==> src/rtl/mips_debug_pkg.sv <==
// Shared definitions for the debug dump path: dumper state encoding, word/byte
// geometry and the debug-UART byte handshake constants (also used by the
// register-file dumper).
package mips_debug_pkg;

  typedef enum logic [2:0] {
    ST_IDLE = 3'd0,
    ST_LOAD = 3'd1,
    ST_SEND = 3'd2,
    ST_STEP = 3'd3,
    ST_DONE = 3'd4
  } dump_state_e;

  // Debug UART moves one byte per valid/ready handshake.
  localparam int UART_BYTE_WIDTH  = 8;

  localparam int DEBUG_DATA_WIDTH = 32;
  localparam int BYTES_PER_WORD   = DEBUG_DATA_WIDTH / UART_BYTE_WIDTH;

  // Byte count for an arbitrary word width (must be a multiple of 8).
  function automatic int bytes_per_word(input int data_width);
    return data_width / UART_BYTE_WIDTH;
  endfunction

endpackage

==> src/rtl/mem_debug_dump_word_byte_serializer.sv <==
// Splits one captured word into bytes, LSB first, over a valid/ready byte
// handshake. i_load captures a word and starts presenting byte 0;
// o_last_accepted flags the cycle in which the final byte is taken.
module word_byte_serializer
  import mips_debug_pkg::*;
#(
  parameter int DATA_WIDTH = DEBUG_DATA_WIDTH,
  parameter int BYTES      = BYTES_PER_WORD
) (
  input  logic                       i_clock,
  input  logic                       i_reset,
  input  logic                       i_load,
  input  logic [DATA_WIDTH-1:0]      i_word,
  output logic [UART_BYTE_WIDTH-1:0] o_tx_data,
  output logic                       o_tx_valid,
  input  logic                       i_tx_ready,
  output logic                       o_last_accepted
);

  localparam int CNT_W = (BYTES > 1) ? $clog2(BYTES) : 1;

  logic [DATA_WIDTH-1:0] shift_q, shift_d;
  logic [CNT_W-1:0]      byte_cnt_q, byte_cnt_d;
  logic                  valid_q, valid_d;
  logic                  fire;
  logic                  is_last;

  // Next-state: load a fresh word, or advance one byte per accepted handshake.
  always_comb begin
    fire       = valid_q & i_tx_ready;
    is_last    = (byte_cnt_q == CNT_W'(BYTES - 1));
    shift_d    = shift_q;
    byte_cnt_d = byte_cnt_q;
    valid_d    = valid_q;
    if (i_load) begin
      shift_d    = i_word;
      byte_cnt_d = '0;
      valid_d    = 1'b1;
    end else if (fire) begin
      if (is_last) begin
        valid_d = 1'b0;
      end else begin
        shift_d    = shift_q >> UART_BYTE_WIDTH;
        byte_cnt_d = byte_cnt_q + 1'b1;
      end
    end
  end

  // State registers; valid is only dropped after the last byte is taken.
  always_ff @(posedge i_clock) begin
    if (i_reset) begin
      shift_q    <= '0;
      byte_cnt_q <= '0;
      valid_q    <= 1'b0;
    end else begin
      shift_q    <= shift_d;
      byte_cnt_q <= byte_cnt_d;
      valid_q    <= valid_d;
    end
  end

  assign o_tx_data       = shift_q[UART_BYTE_WIDTH-1:0];
  assign o_tx_valid      = valid_q;
  assign o_last_accepted = fire & is_last;

endmodule

==> src/rtl/mem_debug_dump.sv <==
// Dumps every data-memory word to the debug UART. The block owns the memory's
// debug step line, so its word index and the memory's debug counter advance
// together; each dump issues exactly MEM_DEPTH steps, returning both to 0.
module mem_debug_dump
  import mips_debug_pkg::*;
#(
  parameter int DATA_WIDTH = 32,
  parameter int MEM_DEPTH  = 32,
  parameter int IDX_WIDTH  = 5
) (
  input  logic                  i_clock,
  input  logic                  i_reset,
  input  logic                  i_start,
  input  logic [DATA_WIDTH-1:0] i_mem_debug,
  output logic                  o_debug_step,
  output logic [7:0]            o_tx_data,
  output logic                  o_tx_valid,
  input  logic                  i_tx_ready,
  output logic                  o_busy,
  output logic                  o_done,
  output logic [IDX_WIDTH-1:0]  o_word_index
);

  localparam int WORD_BYTES = bytes_per_word(DATA_WIDTH);

  dump_state_e          state_q, state_d;
  logic [IDX_WIDTH-1:0] word_index_q, word_index_d;
  logic                 busy_q, busy_d;
  logic                 done_q, done_d;
  logic                 step_q, step_d;
  logic                 load;
  logic                 last_accepted;

  // Capture happens on the edge that leaves LOAD; by then the memory has
  // already advanced on the falling edge inside the preceding STEP cycle.
  assign load = (state_q == ST_LOAD);

  word_byte_serializer #(
    .DATA_WIDTH (DATA_WIDTH),
    .BYTES      (WORD_BYTES)
  ) u_serializer (
    .i_clock         (i_clock),
    .i_reset         (i_reset),
    .i_load          (load),
    .i_word          (i_mem_debug),
    .o_tx_data       (o_tx_data),
    .o_tx_valid      (o_tx_valid),
    .i_tx_ready      (i_tx_ready),
    .o_last_accepted (last_accepted)
  );

  // Next-state and next-output decode; outputs are registered from the
  // next state so they always match the state register.
  always_comb begin
    state_d      = state_q;
    word_index_d = word_index_q;
    unique case (state_q)
      ST_IDLE: if (i_start) state_d = ST_LOAD;
      ST_LOAD: state_d = ST_SEND;
      ST_SEND: if (last_accepted) state_d = ST_STEP;
      ST_STEP: begin
        if (word_index_q == IDX_WIDTH'(MEM_DEPTH - 1)) begin
          word_index_d = '0;
          state_d      = ST_DONE;
        end else begin
          word_index_d = word_index_q + 1'b1;
          state_d      = ST_LOAD;
        end
      end
      ST_DONE: state_d = ST_IDLE;
      default: state_d = ST_IDLE;
    endcase
    busy_d = (state_d != ST_IDLE);
    done_d = (state_d == ST_DONE);
    step_d = (state_d == ST_STEP);
  end

  // FSM state, word index and registered control outputs.
  always_ff @(posedge i_clock) begin
    if (i_reset) begin
      state_q      <= ST_IDLE;
      word_index_q <= '0;
      busy_q       <= 1'b0;
      done_q       <= 1'b0;
      step_q       <= 1'b0;
    end else begin
      state_q      <= state_d;
      word_index_q <= word_index_d;
      busy_q       <= busy_d;
      done_q       <= done_d;
      step_q       <= step_d;
    end
  end

  assign o_busy       = busy_q;
  assign o_done       = done_q;
  assign o_debug_step = step_q;
  assign o_word_index = word_index_q;

endmodule

==> config.mk <==
export PLATFORM = sky130hd
export DESIGN_NAME = mem_debug_dump
export DESIGN_NICKNAME = d
export VERILOG_FILES = /design/src/rtl/mips_debug_pkg.sv /design/src/rtl/mem_debug_dump_word_byte_serializer.sv /design/src/rtl/mem_debug_dump.sv
export SDC_FILE = /design/constraint.sdc
export NUM_CORES = 1
export LEC_CHECK = 0
export BUFFER_PORTS_ARGS = -buffer_cell sky130_fd_sc_hd__buf_2
export CAP_MARGIN = 20
export CORE_ASPECT_RATIO = 1.4
export CORE_MARGIN = 4
export CORE_UTILIZATION = 47
export CTS_CLUSTER_SIZE = 20
export DETAILED_ROUTE_END_ITERATION = 10
export GPL_TIMING_DRIVEN = 0
export PLACE_DENSITY = 0.75
export SYNTH_ARGS = -nofsm -noshare
export SYNTH_HDL_FRONTEND = slang
export SYNTH_SLANG_ARGS = --single-unit
==> constraint.sdc <==
create_clock -name i_clock -period 1.5 [get_ports i_clock]
set_input_delay 0 -clock i_clock [delete_from_list [all_inputs] [get_ports i_clock]]
set_output_delay 0 -clock i_clock [all_outputs]
set_load 0.02 [all_outputs]
; ---- After elaboration in Yosys (flattened, before gate mapping)
; Cells that the tools add are included.
[totals]
mem_bits_rw = 0
latch_bits = 0
mem_count = 0
ff_bits = 46
output_inout_bits = 17
romBits = 0
word_cells = 40
inputBits = 36
[op_classes]
n_mux = 11
order_cmp = 0
n_mul = 0
reduce_logical = 8
bitwise_logic = 3
shift = 0
add_sub_neg = 2
n_div = 0
n_eq_ne = 8
[op_table]
columns = operator, n
row1 = $mux 32, 3
row2 = $pmux 3 s4, 1
row3 = $eq 3x2->1 const B, 3
row4 = $mux 3, 3
row5 = $reduce_and 2->1, 3
row6 = $add 5x1->5 const B, 1
row7 = $eq 5x5->1 const B, 1
row8 = $mux 5, 1
row9 = $reduce_bool 2->1, 2
row10 = $eq 3x1->1 const B, 1
row11 = $eq 3x3->1 const B, 1
row12 = $logic_not 3->1, 1
row13 = $mux 1, 3
row14 = $reduce_bool 3->1, 1
row15 = $add 2x1->2 const B, 1
row16 = $and 1x1->1, 2
row17 = $eq 2x2->1 const B, 1
row18 = $ne 2x2->1 const B, 1
row19 = $reduce_or 2->1, 1
row20 = $not 1->1, 1

; ---- Depth between registers and ports, before layout
; Gate-level depths: netlist (run 1).
[depth]
ltp_word = 5
mapped_depth = 6

; ---- Cells and area by module
; From an unflattened synthesis (run 1), not the netlist that was laid out.
[unflattened]
hier_cells = 242
area_unflattened_um2 = 2254.7
[modules_own_cells]
columns = mod, area_each_um2, instances, cells_per_inst, seq_area_each_um2
row1 = word_byte_serializer, 1788.0, 1, 192, 700.7
row2 = mem_debug_dump, 466.7, 1, 50, 220.2

; ---- Least setup slack after synthesis (run 1)
; OpenSTA, ideal clock, no wires.
[synth_path]
kind = reg-to-reg
start = reg word_index_q[0] (netlist: o_word_index[0])
end = reg word_index_q[3] (netlist: o_word_index[3])
n_path_buf = 0
setup_time_ns = 0.070
arrival_ns = 1.664
setup_slack_ns = -0.234
period_less_slack_ns = 1.734
stages_incl_launch_ff = 6
cell_sequence = dfxtp_1 -> ha_1 -> and3_1 -> ha_1 -> or4_1 -> a21oi_1
[synth_between]
elab_chain_cells = 2
[synth_lines]
columns = item, line_no
row1 = from (decl), mem_debug_dump.sv:27  ; logic [IDX_WIDTH-1:0] word_index_q, word_index_d;
row2 = from (signal assigned), mem_debug_dump.sv:88  ; word_index_q <= word_index_d;
row3 = $add 5x1->5 or $eq 5x5->1 (tied branches), "mem_debug_dump.sv:66, mem_debug_dump.sv:62"
row4 = $mux 5 (*), mem_debug_dump.sv:62  ; if (word_index_q == IDX_WIDTH'(MEM_DEPTH - 1)) begin
; Every way passes the cells marked *; elsewhere a longest branch is shown, timed or not.
; A chain may end at the register's enable or synchronous reset.

; ---- Worst setup path after layout (run 1)
[layout_path]
start = reg word_index_q[0] (netlist: o_word_index[0])
end = reg word_index_q[2] (netlist: o_word_index[2])
; The elaborated chain is that of the path after synthesis.

==> impl_metrics.csv, run 1 <==
group,metric,value,unit
clocking,cts-htree-levels,2,
global_route,grt_pass1_wl,8100,um
die,initial_core_util,0.4942,
global_route,grt_max_degree,15,
worst_setup_path,rrSetupSlack,-20,ps
hold_path,whs_endpoint,"u_serializer.shift_q[7]",
sta,layout_setup_ws,-20.20,ps
sta,period_needed,1520,ps
cells_and_area,area_delta_synth_final,30.79,%
die,dieWidth,64.89,um
die,dieArea,5687,um^2
power,finalPower,2.652,mW
yosys,avgSynthCellArea,8.948,um^2
clocking,cts_tree,"built",
power,comb_power_share,0.206,
worst_setup_path,path_cells,"ha_4 > and3_4 > ha_4 > or4b_1 > a21oi_1",
flow_run,cap_violations,0,
die,die_h,87.65,um
worst_setup_path,r2r_cells,5,
cells_and_area,design_area,2785,um^2
worst_setup_path,crit_family,"simple AND/OR/NAND/NOR gates",
power,powerDensity,952.0,nW/um^2
worst_setup_path,cp-end-kind,"flip-flop",
worst_setup_path,cp.arrival,1750,ps
status,status,"finished with violations",
placed_design,gp_congestion,0.7791,
die,io_pins,53,
yosys,synthCells,238,
worst_setup_path,timing.critical_path.buf_inv,0,
yosys,yosysUniqueCellTypes,30,
placed_design,dpl_cell_area,2497,um^2
power,internal-power,1.901,mW
worst_setup_path,r2r_start,"o_word_index[0]",
worst_setup_path,critical_path.max_fanout,6,
worst_setup_path,max_stage_delay,460,ps
power,clkPwrFrac,0.277,
cells_and_area,n_fill_cell,409,
cells_and_area,layout_common_cells,"nand2_1 (59), buf_2 (52), dfxtp_1 (41)",
sta,fin_skew,6.400,ps
routing,routed_wl,4939,um
yosys,ys_ff_latch,46,
sta,finalSetupTns,-20.20,ps
clocking,clockRootBuffer,"clkbuf_8",
clocking,cts_buffers,5,
sta,finalCritPeriodShare,1.013,
cells_and_area,n_antenna_cell,0,
worst_setup_path,cp-start-kind,"flip-flop",
placed_design,hpwl,3564,um
die,rows,28,
sta,hold_violations,0,
global_route,grt_pass1_vias,1742,
sta,finalSetupViolations,1,
sta,fmax,0.6578,GHz
routing,vias,1893,
worst_setup_path,cp_common_cell,"ha_4",
yosys,synth_area,2130,um^2
worst_setup_path,critPathSlowestCell,"or4b_1",
sta,relSlewSlack,0.5414,
sta,rsz0062_at_grt,"true",
global_route,grt_overflow_total,0,
power,peakVddDrop,559.4,uV
yosys,ys_seq_area_frac,0.4324,
sta,drv_slew,0,
hold_path,hold_start,"i_mem_debug[7]",
placed_design,io_buffers,51,
routing,drt-pass1-iter-count,4,
power,p_leak,1.110,nW
worst_setup_path,r2r-end,"o_word_index[2]",
routing,drc,0,
power,seq_power_share,0.517,
cells_and_area,layout_commonest_cell,"nand2_1",
hold_path,min_path_cells,3,
clocking,clock_path_buffers,2,
routing,viasPerCell,5.061,
cells_and_area,nNetsFinal,352,
clocking,clk_pin_slew,90,ps
power,p_sw,0.7507,mW
power,switching_share,0.2831,
die,core_area,4309,um^2
routing,drt_iter0_drc,80,
cells_and_area,drive_above_1_share,0.4076,
sta,worstMarginPinSlew,687.9,ps
global_route,track_usage,0.1799,
yosys,synth_warnings,0,
routing,ant_nets,0,
routing,post_drt_wl_per_cell,13.21,um
clocking,clk_latency,300,ps
worst_setup_path,crit_required,1730,ps
global_route,antenna_found_initial,0,
yosys,synth_fp_nets,277,
clocking,cts.sinks,46,
hold_path,hold_class,"in -> reg",
status,violations,"setup timing",
worst_setup_path,critPathKind,"reg -> reg",
-- layout make-up --
class	count	area (um^2)	area share
Inverter	1	3.754	0.001348
Tap cell	60	75.07	0.02695
Clock buffer	6	72.57	0.02606
Multi-Input combinational cell	164	1081	0.3881
Sequential cell	46	934.6	0.3356
Clock inverter	2	10.01	0.003594
Timing Repair Buffer	69	409.1	0.1469
Buffer	26	198.9	0.07143
-- repair_timing --
item / CTS / global route
hold buffers: 8 / 0
setup buffers: 3 / 5
cloned: 1 / 1
pin swaps: 1 / 0
setup endpoints to repair: 35 / 37
endpoints found under the hold margin: 8 / 0
gates resized for setup: 15 / 18
-- worst max-delay path by stage --
| stage | from | endpoint | slack [ps] | cells after the start |
|---|---|---|---|---|
| 2_1_floorplan | o_word_index[1] | o_word_index[2] | 2 | 5 |
| 3_3_place_gp | u_serializer.byte_cnt_q[0] | u_serializer.shift_q[8] | -150 | 5 |
| 3_5_place_dp | u_serializer.byte_cnt_q[0] | u_serializer.shift_q[8] | -170 | 5 |
| 4_1_cts | o_word_index[0] | o_word_index[2] | -6 | 5 |
| 5_1_grt | o_word_index[0] | o_word_index[2] | -60 | 5 |
| 6_report | o_word_index[0] | o_word_index[2] | -20 | 5 |
-- kinds of logic (layout without fill, tap and decap cells) --
| group | count (synthesis) | after routing | share of synthesized area |
|---|---|---|---|
| AND/OR/NAND/NOR | 113 | 113 | 0.2333 |
| flip-flops | 46 | 46 | 0.4324 |
| AO/OA/AOI/OAI | 44 | 44 | 0.2192 |
| buffers and inverters | 28 | 104 | 0.07990 |
| adder cells (fa/ha/maj) | 3 | 3 | 0.01763 |
| XOR/XNOR | 2 | 2 | 0.008227 |
| multiplexers | 2 | 2 | 0.009401 |
-- registers in the layout, summed over array words and instances, names as in the netlist --
signal and flops:
o_debug_step 1, state_q 3, o_word_index 5, o_busy 1, u_serializer.shift_q 32, u_serializer.o_tx_valid 1
u_serializer.byte_cnt_q 2, o_done 1
-- power by group through the flow --
stage	Clock, mW	Combinational [mW]	Sequential, mW
2_1_floorplan	0	0.358	1.40
3_3_place_gp	0	0.493	1.39
3_5_place_dp	0	0.501	1.40
4_1_cts	0.751	0.533	1.37
5_1_grt	0.801	0.594	1.38
6_report	0.736	0.545	1.37
-- routing by layer --
| layer | up-vias | routed length, um | GRT usage |
|---|---|---|---|
| li1 | 972 | - | - |
| met1 | 871 | 2004 | 0.1998 |
| met2 | 45 | 2624 | 0.3333 |
| met3 | 5 | 237 | 0.03594 |
| met4 | 0 | 72 | 0.06923 |
| met5 | - | 0 | 0 |
-- worst min-delay path, delay by kind of cell --
family | cells | cell delay (ps)
and+or+nand+nor | 1 | 110
AOI/OAI and AO/OA | 1 | 50
buffers and inverters | 1 | 100
-- Yosys cell counts --
master / n / share of area
a311oi_2: 24 / 0.17
clkbuf_1: 11 / 0.019
buf_4: 8 / 0.028
or4b_1: 1 / 0.0047
or4_1: 1 / 0.0035
a211o_1: 1 / 0.0041
nor3b_1: 3 / 0.011
nand3b_1: 2 / 0.0070
o21ai_0: 2 / 0.0047
nand4_1: 1 / 0.0029
or3_1: 2 / 0.0059
nor2_1: 27 / 0.048
a21oi_1: 15 / 0.035
or3b_2: 1 / 0.0041
ha_1: 3 / 0.018
or3b_1: 1 / 0.0041
dfxtp_1: 46 / 0.43
nand2_1: 59 / 0.10
inv_1: 1 / 0.0018
buf_6: 4 / 0.021
xnor2_1: 2 / 0.0082
mux2i_1: 2 / 0.0094
or2_2: 1 / 0.0029
a31oi_1: 2 / 0.0059
nor3_1: 2 / 0.0047
nand2b_1: 1 / 0.0029
nand3_1: 9 / 0.021
and3_1: 1 / 0.0029
buf_2: 4 / 0.0094
and3b_1: 1 / 0.0041
-- stage by stage --
| step | setup slack (ps) | util | std cells | hold slack (ps) |
|---|---|---|---|---|
| finish | -20.20 | 0.6463 | 374 | 8.986 |
| global route | -63.78 | 0.6463 | 374 | 6.565 |
| CTS | -6.098 | 0.6312 | 369 | 8.107 |
| detailed placement | -168.5 | 0.5796 | 349 | 246.9 |
| global placement | -145.2 | 0.5796 | 349 | 243.3 |
| floorplan | 2.176 | - | 238 | 136.0 |
(Power assumes the default switching activity.)
==> run 2, diff against run 1 <==
- CORE_UTILIZATION: 47 -> 56
- PLACE_DENSITY: 0.75 -> 0.83
- clock period: 1.5 -> 1.8 ns (I/O delays scaled with it)
==> impl_metrics.csv, run 2 (same netlist as run 1, synthesis figures left out) <==
group,metric,value,unit
sta,fin_skew,10.23,ps
power,internal-power,1.562,mW
clocking,clock_path_buffers,2,
worst_setup_path,critPathKind,"reg -> reg",
placed_design,dp_cells,331,
sta,drv_slew,0,
sta,finalSetupTns,0,ps
global_route,grt_max_degree,14,
die,initial_core_util,0.5845,
power,seq_power_share,0.526,
routing,drt-pass1-iter-count,4,
cells_and_area,layout_common_cells,"nand2_1 (59), buf_2 (55), dfxtp_1 (45)",
routing,post_drt_wl_per_cell,13.46,um
cells_and_area,seq_area,922.1,um^2
die,rows,26,
worst_setup_path,max_stage_delay,500,ps
routing,viasPerCell,5.393,
cells_and_area,multi_input_area,1051,um^2
worst_setup_path,critPathSlowestCell,"or4_1",
worst_setup_path,cp.arrival,1930,ps
cells_and_area,nNetsFinal,343,
clocking,cts.sinks,46,
cells_and_area,drive_above_1_share,0.3322,
clocking,clk_latency,300,ps
routing,drt_iter0_drc,49,
sta,worstMarginPinSlew,678.9,ps
cells_and_area,n_fill_cell,315,
sta,fmax,0.5871,GHz
cells_and_area,largest_register_ffs,32,
worst_setup_path,cp-start-kind,"flip-flop",
die,dieWidth,60.12,um
clocking,cts-htree-levels,2,
worst_setup_path,path_cells,"ha_1 > and3_1 > ha_4 > or4_1 > a21oi_1",
routing,routed_wl,4658,um
worst_setup_path,crit_family,"simple AND/OR/NAND/NOR gates",
global_route,grt_overflow_total,0,
cells_and_area,layout_commonest_cell,"nand2_1",
worst_setup_path,timing.critical_path.buf_inv,0,
cells_and_area,area_delta_synth_final,22.62,%
power,comb_power_share,0.196,
clocking,cts_setup_buffers,0,
cells_and_area,stdcell_count,346,
power,switching_share,0.2828,
global_route,antenna_found_initial,0,
placed_design,io_buffers,51,
flow_run,cap_violations,0,
clocking,clk_pin_slew,90,ps
power,p_leak,1.043,nW
die,core_area,3643,um^2
hold_path,hold_class,"in -> reg",
global_route,grt_pass1_wl,7569,um
die,io_pins,53,
worst_setup_path,rrSetupSlack,100,ps
cells_and_area,n_antenna_cell,0,
sta,rsz0062_at_grt,"false",
cells_and_area,largest-register,"u_serializer.shift_q",
sta,finalCritPeriodShare,0.9463,
global_route,grt_pass1_vias,1786,
die,die_h,80.97,um
power,peakVddDrop,771.0,uV
routing,ant_nets,0,
power,p_sw,0.6161,mW
placed_design,gp_congestion,0.7774,
clocking,cts_tree,"built",
worst_setup_path,cp-end-kind,"flip-flop",
sta,period_needed,1703,ps
clocking,cts_buffers,5,
sta,relSlewSlack,0.5474,
power,clkPwrFrac,0.279,
clocking,clockRootBuffer,"clkbuf_8",
worst_setup_path,critical_path.max_fanout,9,
placed_design,hpwl,3384,um
power,powerDensity,834.2,nW/um^2
worst_setup_path,crit_required,2030,ps
global_route,track_usage,0.2035,
routing,drc,0,
sta,finalSetupViolations,0,
routing,vias,1866,
sta,hold_violations,0,
die,dieArea,4867,um^2
status,status,"completed",
-- run 2: changes by cell type in the layout (fill, tap and decap cells not counted), sizes merged --
| cell | before | now |
|---|---|---|
| clkbuf | 16 | 17 |
| clkinv | 2 | 0 |
| buf | 77 | 67 |
| clkinvlp | 0 | 1 |
-- run 2: timing repair --
item                                    4_1_cts  5_1_grt
hold buffers                                  8        0
endpoints found under the setup margin        0        3
hold endpoints to repair                      8        0
resized for setup                             0        3
-- run 2: final timing paths --
| check | from | end | depth (start not counted) |
|---|---|---|---|
| hold / removal | i_mem_debug[14] | u_serializer.shift_q[14] | 3 |
| setup reg to reg | o_word_index[0] | o_word_index[3] | 5 |
| setup / recovery | o_word_index[0] | o_word_index[3] | 5 |
| hold reg to reg | u_serializer.shift_q[24] | u_serializer.shift_q[24] | 2 |
-- run 2: cell type report --
| class | instances | area share |
|---|---|---|
| Multi-Input combinational cell | 164 | 0.4025 |
| Clock inverter | 1 | 0.002875 |
| Buffer | 27 | 0.06373 |
| Clock buffer | 6 | 0.02779 |
| Timing Repair Buffer | 59 | 0.1284 |
| Inverter | 1 | 0.001437 |
| Sequential cell | 46 | 0.3531 |
| Tap cell | 42 | 0.02012 |
-- run 2: metal layers --
metal  routed length, um  up-vias  global-route usage
li1                    -      957                   -
met1                1951      847              0.2322
met2                2313       49              0.3485
met3                 278       13             0.04610
met4                 115        0             0.09978
met5                   0        -                   0
-- run 2: metrics by stage --
step	area (um^2)	util	hold slack [ps]	setup WS (ps)	power (mW)
finish	2611	0.7167	7.315	96.74	2.178
global route	2611	0.7167	9.438	9.587	2.282
CTS	2597	0.7129	7.425	20.46	2.188
detailed placement	2437	0.6690	247.7	64.24	1.583
global placement	2437	0.6690	244.0	74.65	1.571
floorplan	2130	-	136.0	65.83	1.463
-- run 2: worst register-to-register path: stages (launching register included) --
cell     delay [ps]
dfxtp_2         350
ha_1            220
and3_1          210
ha_4            190
or4_1           500
a21oi_1         170
-- run 2: power by group through the flow --
stage                     logic (mW)  registers [mW]  clock network (mW)
after detailed placement       0.416            1.17                   0
final                          0.426            1.15               0.607
after floorplan                0.298            1.16                   0
after global routing           0.467            1.15               0.661
after global placement         0.407            1.16                   0
after CTS                      0.431            1.14               0.613
